<file path="src/rtl/cgol_pkg.sv">
// Shared types and helpers for the Game-of-Life generation engine.
//   engine_state_t : FSM encoding used by cgol_gen_engine
//   nbr_count      : live-neighbour count of a 3x3 window (centre excluded)
package cgol_pkg;

    typedef enum logic [1:0] {
        IDLE   = 2'd0,
        RUN    = 2'd1,
        COMMIT = 2'd2,
        DONE   = 2'd3
    } engine_state_t;

    // Window layout: [8:6] = row above (left, centre, right),
    // [5:3] = own row, [2:0] = row below. Bit 4 is the cell itself.
    function automatic logic [3:0] nbr_count(input logic [8:0] win);
        logic [3:0] n;
        n = '0;
        for (int k = 0; k < 9; k++) begin
            if (k != 4) n = n + {3'b000, win[k]};
        end
        return n;
    endfunction

endpackage

</file>
<file path="src/rtl/cgol_row_rule.sv">
// Combinational Life rule for one full row.
//   above, cur, below : the three grid rows centred on the row being computed
//                       (already zeroed by the caller when outside the grid)
//   next_row          : the row's next-generation value
// Column neighbours wrap around when WRAP=1, otherwise read as dead.
module cgol_row_rule
    import cgol_pkg::*;
#(
    parameter int WIDTH = 16,
    parameter bit WRAP  = 1'b1
) (
    input  logic [WIDTH-1:0] above,
    input  logic [WIDTH-1:0] cur,
    input  logic [WIDTH-1:0] below,
    output logic [WIDTH-1:0] next_row
);

    for (genvar i = 0; i < WIDTH; i++) begin : g_cell
        localparam int   LI = (i == 0) ? WIDTH - 1 : i - 1;
        localparam int   RI = (i == WIDTH - 1) ? 0 : i + 1;
        // Edge columns see their wrapped neighbour only on a torus.
        localparam logic LV = WRAP || (i != 0);
        localparam logic RV = WRAP || (i != WIDTH - 1);

        logic [8:0] win;
        logic [3:0] n;

        assign win = {above[LI] & LV, above[i], above[RI] & RV,
                      cur[LI]   & LV, cur[i],   cur[RI]   & RV,
                      below[LI] & LV, below[i], below[RI] & RV};
        assign n   = nbr_count(win);
        assign next_row[i] = (n == 4'd3) | (cur[i] & (n == 4'd2));
    end

endmodule

</file>
<file path="src/rtl/cgol_gen_engine.sv">
// Game-of-Life generation engine with ping-pong state banks.
// One row of the next generation is computed per cycle into the scratch bank;
// a one-cycle COMMIT then flips bank_sel so the display only ever sees whole
// generations.
//   ph1, reset          : clock (rising edge), async active-low reset
//   load_en/addr/data   : host writes a row of the committed bank (IDLE only)
//   start, gens, stop   : run control (gens==0 runs one generation)
//   rd_addr, rd_data    : combinational read of the committed bank
//   busy, done, stable  : run status
//   gen_count           : generations committed since reset (wraps)
module cgol_gen_engine
    import cgol_pkg::*;
#(
    parameter int WIDTH   = 16,
    parameter int HEIGHT  = 16,
    parameter int ROWBITS = 4,
    parameter int GENBITS = 16,
    parameter bit WRAP    = 1'b1
) (
    input  logic               ph1,
    input  logic               reset,
    input  logic               load_en,
    input  logic [ROWBITS-1:0] load_addr,
    input  logic [WIDTH-1:0]   load_data,
    input  logic               start,
    input  logic [GENBITS-1:0] gens,
    input  logic               stop,
    input  logic [ROWBITS-1:0] rd_addr,
    output logic [WIDTH-1:0]   rd_data,
    output logic               busy,
    output logic               done,
    output logic               stable,
    output logic [GENBITS-1:0] gen_count
);

    localparam logic [ROWBITS-1:0] LAST_ROW = ROWBITS'(HEIGHT - 1);

    engine_state_t state, state_nxt;

    logic                         bank_sel;
    logic [HEIGHT-1:0][WIDTH-1:0] bank0, bank1, cur_bank;
    logic [ROWBITS-1:0]           row, up_idx, dn_idx;
    logic [GENBITS-1:0]           remaining;
    logic                         diff, stop_seen;
    logic [WIDTH-1:0]             above, cur_row, below, new_row;
    logic                         last_row, finish, rd_ok, ld_ok;

    // bank_sel=0: bank0 is committed (displayed), bank1 is scratch.
    assign cur_bank = bank_sel ? bank1 : bank0;

    // Address range guards are only needed when HEIGHT is not a power of two.
    if (HEIGHT == (1 << ROWBITS)) begin : g_full
        assign rd_ok = 1'b1;
        assign ld_ok = 1'b1;
    end else begin : g_part
        assign rd_ok = (int'(rd_addr)   < HEIGHT);
        assign ld_ok = (int'(load_addr) < HEIGHT);
    end

    assign rd_data = rd_ok ? cur_bank[rd_addr] : '0;

    // Neighbour rows of the row being computed.
    assign last_row = (row == LAST_ROW);
    assign up_idx   = (row == '0) ? LAST_ROW : row - 1'b1;
    assign dn_idx   = last_row ? '0 : row + 1'b1;
    assign cur_row  = cur_bank[row];
    assign above    = (WRAP || (row != '0)) ? cur_bank[up_idx] : '0;
    assign below    = (WRAP || !last_row)   ? cur_bank[dn_idx] : '0;

    cgol_row_rule #(
        .WIDTH (WIDTH),
        .WRAP  (WRAP)
    ) u_rule (
        .above    (above),
        .cur      (cur_row),
        .below    (below),
        .next_row (new_row)
    );

    // A stop arriving during COMMIT itself still ends the run at this boundary.
    assign finish = (remaining == GENBITS'(1)) || !diff || stop_seen || stop;

    assign busy = (state == RUN) || (state == COMMIT);
    assign done = (state == DONE);

    always_ff @(posedge ph1 or negedge reset) begin
        if (!reset) state <= IDLE;
        else        state <= state_nxt;
    end

    always_comb begin
        state_nxt = state;
        case (state)
            IDLE:    if (start) state_nxt = RUN;
            RUN:     if (last_row) state_nxt = COMMIT;
            COMMIT:  state_nxt = finish ? DONE : RUN;
            DONE:    state_nxt = IDLE;
            default: state_nxt = IDLE;
        endcase
    end

    always_ff @(posedge ph1 or negedge reset) begin
        if (!reset) begin
            bank0     <= '0;
            bank1     <= '0;
            bank_sel  <= 1'b0;
            row       <= '0;
            remaining <= '0;
            diff      <= 1'b0;
            stop_seen <= 1'b0;
            stable    <= 1'b0;
            gen_count <= '0;
        end else begin
            case (state)
                IDLE: begin
                    if (load_en && ld_ok) begin
                        if (bank_sel) bank1[load_addr] <= load_data;
                        else          bank0[load_addr] <= load_data;
                    end
                    if (start) begin
                        remaining <= (gens == '0) ? GENBITS'(1) : gens;
                        stable    <= 1'b0;
                        stop_seen <= 1'b0;
                        diff      <= 1'b0;
                        row       <= '0;
                    end
                end
                RUN: begin
                    if (bank_sel) bank0[row] <= new_row;
                    else          bank1[row] <= new_row;
                    if (new_row != cur_row) diff <= 1'b1;
                    row <= last_row ? '0 : row + 1'b1;
                end
                COMMIT: begin
                    bank_sel  <= ~bank_sel;
                    gen_count <= gen_count + 1'b1;
                    remaining <= remaining - 1'b1;
                    diff      <= 1'b0;
                    if (!diff) stable <= 1'b1;
                end
                default: ;
            endcase
            // Latched so a single-cycle pulse anywhere in a generation counts;
            // cleared again when the next run is accepted.
            if (stop && (state != IDLE)) stop_seen <= 1'b1;
        end
    end

endmodule

</file>
<file path="config.mk">
export PLATFORM = sky130hd
export DESIGN_NAME = cgol_gen_engine
export DESIGN_NICKNAME = d
export VERILOG_FILES = /design/src/rtl/cgol_pkg.sv /design/src/rtl/cgol_row_rule.sv /design/src/rtl/cgol_gen_engine.sv
export SDC_FILE = /design/constraint.sdc
export NUM_CORES = 2
export LEC_CHECK = 0
export ABC_CLOCK_PERIOD_IN_PS = 9940
export CORE_ASPECT_RATIO = 1.5
export CORE_MARGIN = 5
export CORE_UTILIZATION = 55
export DETAILED_ROUTE_END_ITERATION = 12
export PLACE_DENSITY_LB_ADDON = 0.2
export SETUP_SLACK_MARGIN = 0.4
export SKIP_CTS_REPAIR_TIMING = 1
export SLEW_MARGIN = 20
export SYNTH_ARGS = -nofsm -noshare
export SYNTH_HDL_FRONTEND = slang
export SYNTH_HIERARCHICAL = 1
export SYNTH_SLANG_ARGS = --single-unit
</file>
<file path="constraint.sdc">
create_clock -name ph1 -period 9.94 [get_ports ph1]
set_clock_uncertainty 0.1 [all_clocks]
set_input_delay 1.988 -clock ph1 [delete_from_list [all_inputs] [get_ports ph1]]
set_output_delay 1.988 -clock ph1 [all_outputs]
set_load 0.03 [all_outputs]
</file>
==> metrics.md <==
| Metric | Value |
|---|---|
| Slew Viols, Final | `0` |
| Yosys reg bits | `554` |
| Horiz. Die Dim | `231 um` |
| Non-filler cells, final | `4795` |
| Htree depth | `2` |
| Worst Max-Slew Pin Slew | `1180 ps` |
| Register-to-Register Setup Slack | `1470 ps` |
| Max IR drop VDD | `0.249 mV` |
| Initial DRC Count | `5095` |
| Die H | `342 um` |
| # fillers | `6007` |
| CTS Root Cell | `clkbuf_16` |
| DP Wirelength | `113000 um` |
| Post-synth EDFFs | `0` |
| Setup WS post-layout | `1470 ps` |
| Avg Inst Size Synth | `10.4 um^2` |
| Kind of critical path | `flop to flop` |
| Register Area | `0.0139 mm^2` |
| Longest Clk Path Bufs | `3` |
| Total wire length | `172000 um` |
| Internal power | `8200 uW` |
| I/O Pins | `80` |
| Pleak | `0.0177 uW` |
| Fmax achieved | `118 MHz` |
| Num CTS Buffers | `57` |
| DRC Markers | `0` |
| Place WS | `1650 ps` |
| GP Congestion | `1.05` |
| Post-synthesis sequential area ratio | `0.343` |
| Multi-input gate area | `0.0249 mm^2` |
| Status | `completed` |
| Net Sw Power | `8130 uW` |
| Synth warn | `6` |
| TritonCTS Sinks | `554` |
| Top_reg_cell synth | `dfrtp_1` |
| Relative slew slack | `0.210` |
| Clk slew on worst S/H paths | `70 ps` |
| Final core occ | `0.608` |
| WL/cell | `35.9 um` |
| Min-Delay Path Class | `flop to flop` |
| Mapped Nets | `4056` |
| Worst-path fanout max | `43` |
| Setup_tns | `0 ps` |
| Placed cells | `4683` |
| RSZ-0062 raised after global routing | `no` |
| Mapped Area | `0.0405 mm^2` |
| Vias in the first global route | `35.1k` |
| First-pass GRT wire length | `247000 um` |
| Row cnt | `121` |
| GRT overflow | `0` |
| Final setup vio count | `0` |
| Initial core utilization | `0.556` |
| Die Area | `0.0792 mm^2` |
| Synth Instances | `3888` |
| Clock latency at the later pin of the worst-skew pair | `660 ps` |
| CP Capture Type | `flop` |
| Min Tclk post-route | `8470 ps` |
| Power share of the clock group | `0.153` |
| Largest net degree at the start of global routing | `169` |
| PD cells | `369 mW/mm^2` |
| Layout area overhead | `9.36%` |
| Netlist cell types | `68` |
| Final Hold Fails | `0` |
| # Max-Cap Violations | `0` |
| Nets@finish | `3926` |
| Switch share | `0.498` |
| CP startpoint kind | `flop` |
| Worst reg-to-reg path cell count | `22` |
| Global Route Usage Sum | `0.431` |
| Sequential share of power | `0.197` |
| I/O Buffers | `79` |
| Synth async-reset ratio | `1.00` |
| Initial antenna violation count | `12` |
| Combinational power share | `0.650` |
| Core footprint | `0.0728 mm^2` |
| Share of cells above drive strength 1 | `0.216` |
| Hold Crit Depth | `1` |
| 1st-pass router iterations | `9` |
| Final ANT Viol Nets | `0` |
| Via-to-Cell Ratio | `7.42` |
| Tcrit/Tclk final | `0.852` |
| Arrival time at the worst endpoint | `8910 ps` |
| Via Count | `35.6k` |
| Worst EP required | `10380 ps` |
| TritonCTS clock tree | `built` |
==> area by class of cell <==
type                            count  area share
Multi-Input combinational cell   2833       0.562
Sequential cell                   554       0.314
Antenna cell                        6    0.000339
Tap cell                          984      0.0278
Clock buffer                       72      0.0358
Clock inverter                     34      0.0121
Inverter                          125      0.0106
Timing Repair Buffer              187      0.0380
==> worst max-delay path: stages, from the launching register on <==
cell	delay, ps
dfrtp_4	770
ha_1	500
and3_1	260
nor2_4	650
buf_4	600
mux4_2	390
mux4_2	500
mux2_2	290
inv_1	190
fa_1	480
fa_1	480
fa_1	510
inv_1	50
ha_1	210
fa_1	440
or2_2	300
a21oi_1	290
inv_1	100
or4_1	530
nand4_1	130
nor4_1	70
a31oi_1	170
mux2_1	330
==> layout by cell type (no fill, tap or decap), types with 16 or more instances in the layout <==
| cell type | instances |
|---|---|
| nand2_1 | 557 |
| fa_1 | 63 |
| mux4_2 | 419 |
| mux2i_1 | 97 |
| nor2_4 | 16 |
| buf_4 | 104 |
| o211ai_1 | 46 |
| clkbuf_16 | 58 |
| mux2_2 | 107 |
| ha_1 | 58 |
| a22oi_1 | 273 |
| o21ai_0 | 509 |
| nand3_1 | 41 |
| and2_0 | 16 |
| o22ai_1 | 23 |
| nor2_1 | 192 |
| clkdlybuf4s50_1 | 74 |
| inv_1 | 123 |
| a21oi_1 | 173 |
| dfrtp_1 | 551 |
| xnor2_1 | 19 |
==> worst paths after layout <==
| kind | to | from |
|---|---|---|
| setup reg to reg | diff | row[1] |
| max in group asynchronous | bank1[215] | reset |
| hold reg to reg | gen_count[15] | gen_count[15] |
| hold / removal | gen_count[15] | gen_count[15] |
| min in group asynchronous | bank1[185] | reset |
| setup / recovery | diff | row[1] |
==> sequential cells by signal, indices dropped and copies added (netlist names) <==
register and flops:
gen_count 16, row 4, stable 1, state 2
diff 1, stop_seen 1, bank1 256, bank0 256
remaining 16, bank_sel 1
==> power groups by stage <==
stage | Sequential (uW) | Clock (uW) | Combinational, uW
2_1_floorplan | 3020 | 0 | 7250
3_5_place_dp | 3220 | 0 | 10200
4_1_cts | 3190 | 2490 | 10300
5_1_grt | 3270 | 2580 | 11300
3_3_place_gp | 3200 | 0 | 10100
6_report | 3220 | 2500 | 10600
==> cells by family (layout without fill, tap and decap cells) <==
kind of cell,after synthesis,after routing,synth area share
flip-flops,554,554,0.343
AO/OA/AOI/OAI,1117,1117,0.166
XOR/XNOR,33,33,0.00714
adder cells (fa/ha/maj),123,123,0.0497
buffers and inverters,501,418,0.0511
AND/OR/NAND/NOR,935,935,0.0959
multiplexers,625,625,0.288
other,0,6,0
==> metrics by stage <==
step | hold slack, ps | area, um^2 | total power, uW
global placement | 355 | 42100 | 13300
detailed placement | 365 | 42100 | 13400
finish | 373 | 44200 | 16300
floorplan | 344 | 40500 | 10300
global route | 390 | 44200 | 17200
CTS | 380 | 44200 | 16000
==> routing by layer <==
metal / global-route usage / up-vias / routed length, um
li1: - / 14300 / -
met1: 0.497 / 17400 / 53800
met2: 0.645 / 2904 / 74700
met3: 0.135 / 1015 / 22300
met4: 0.379 / 8 / 21100
met5: 0 / - / 69
==> cells in the mapped netlist, drive strengths merged, types with 13 or more instances <==
master / n / area (um^2)
nand2: 558 / 2090
inv: 125 / 469
ha: 60 / 751
and2: 30 / 188
nand3: 41 / 205
a21oi: 174 / 871
mux4: 419 / 9440
o22ai: 23 / 144
and3: 14 / 87.6
buf: 112 / 609
o211ai: 46 / 345
nor3: 14 / 70.1
xnor2: 20 / 175
o21ai: 517 / 2590
or2: 14 / 87.6
mux2: 108 / 1220
clkbuf: 264 / 991
a22oi: 275 / 2070
mux2i: 98 / 981
a211oi: 15 / 118
xor2: 13 / 114
fa: 63 / 1260
dfrtp: 554 / 13900
nor2: 212 / 796
No activity file was read; power rests on OpenSTA's default activity.
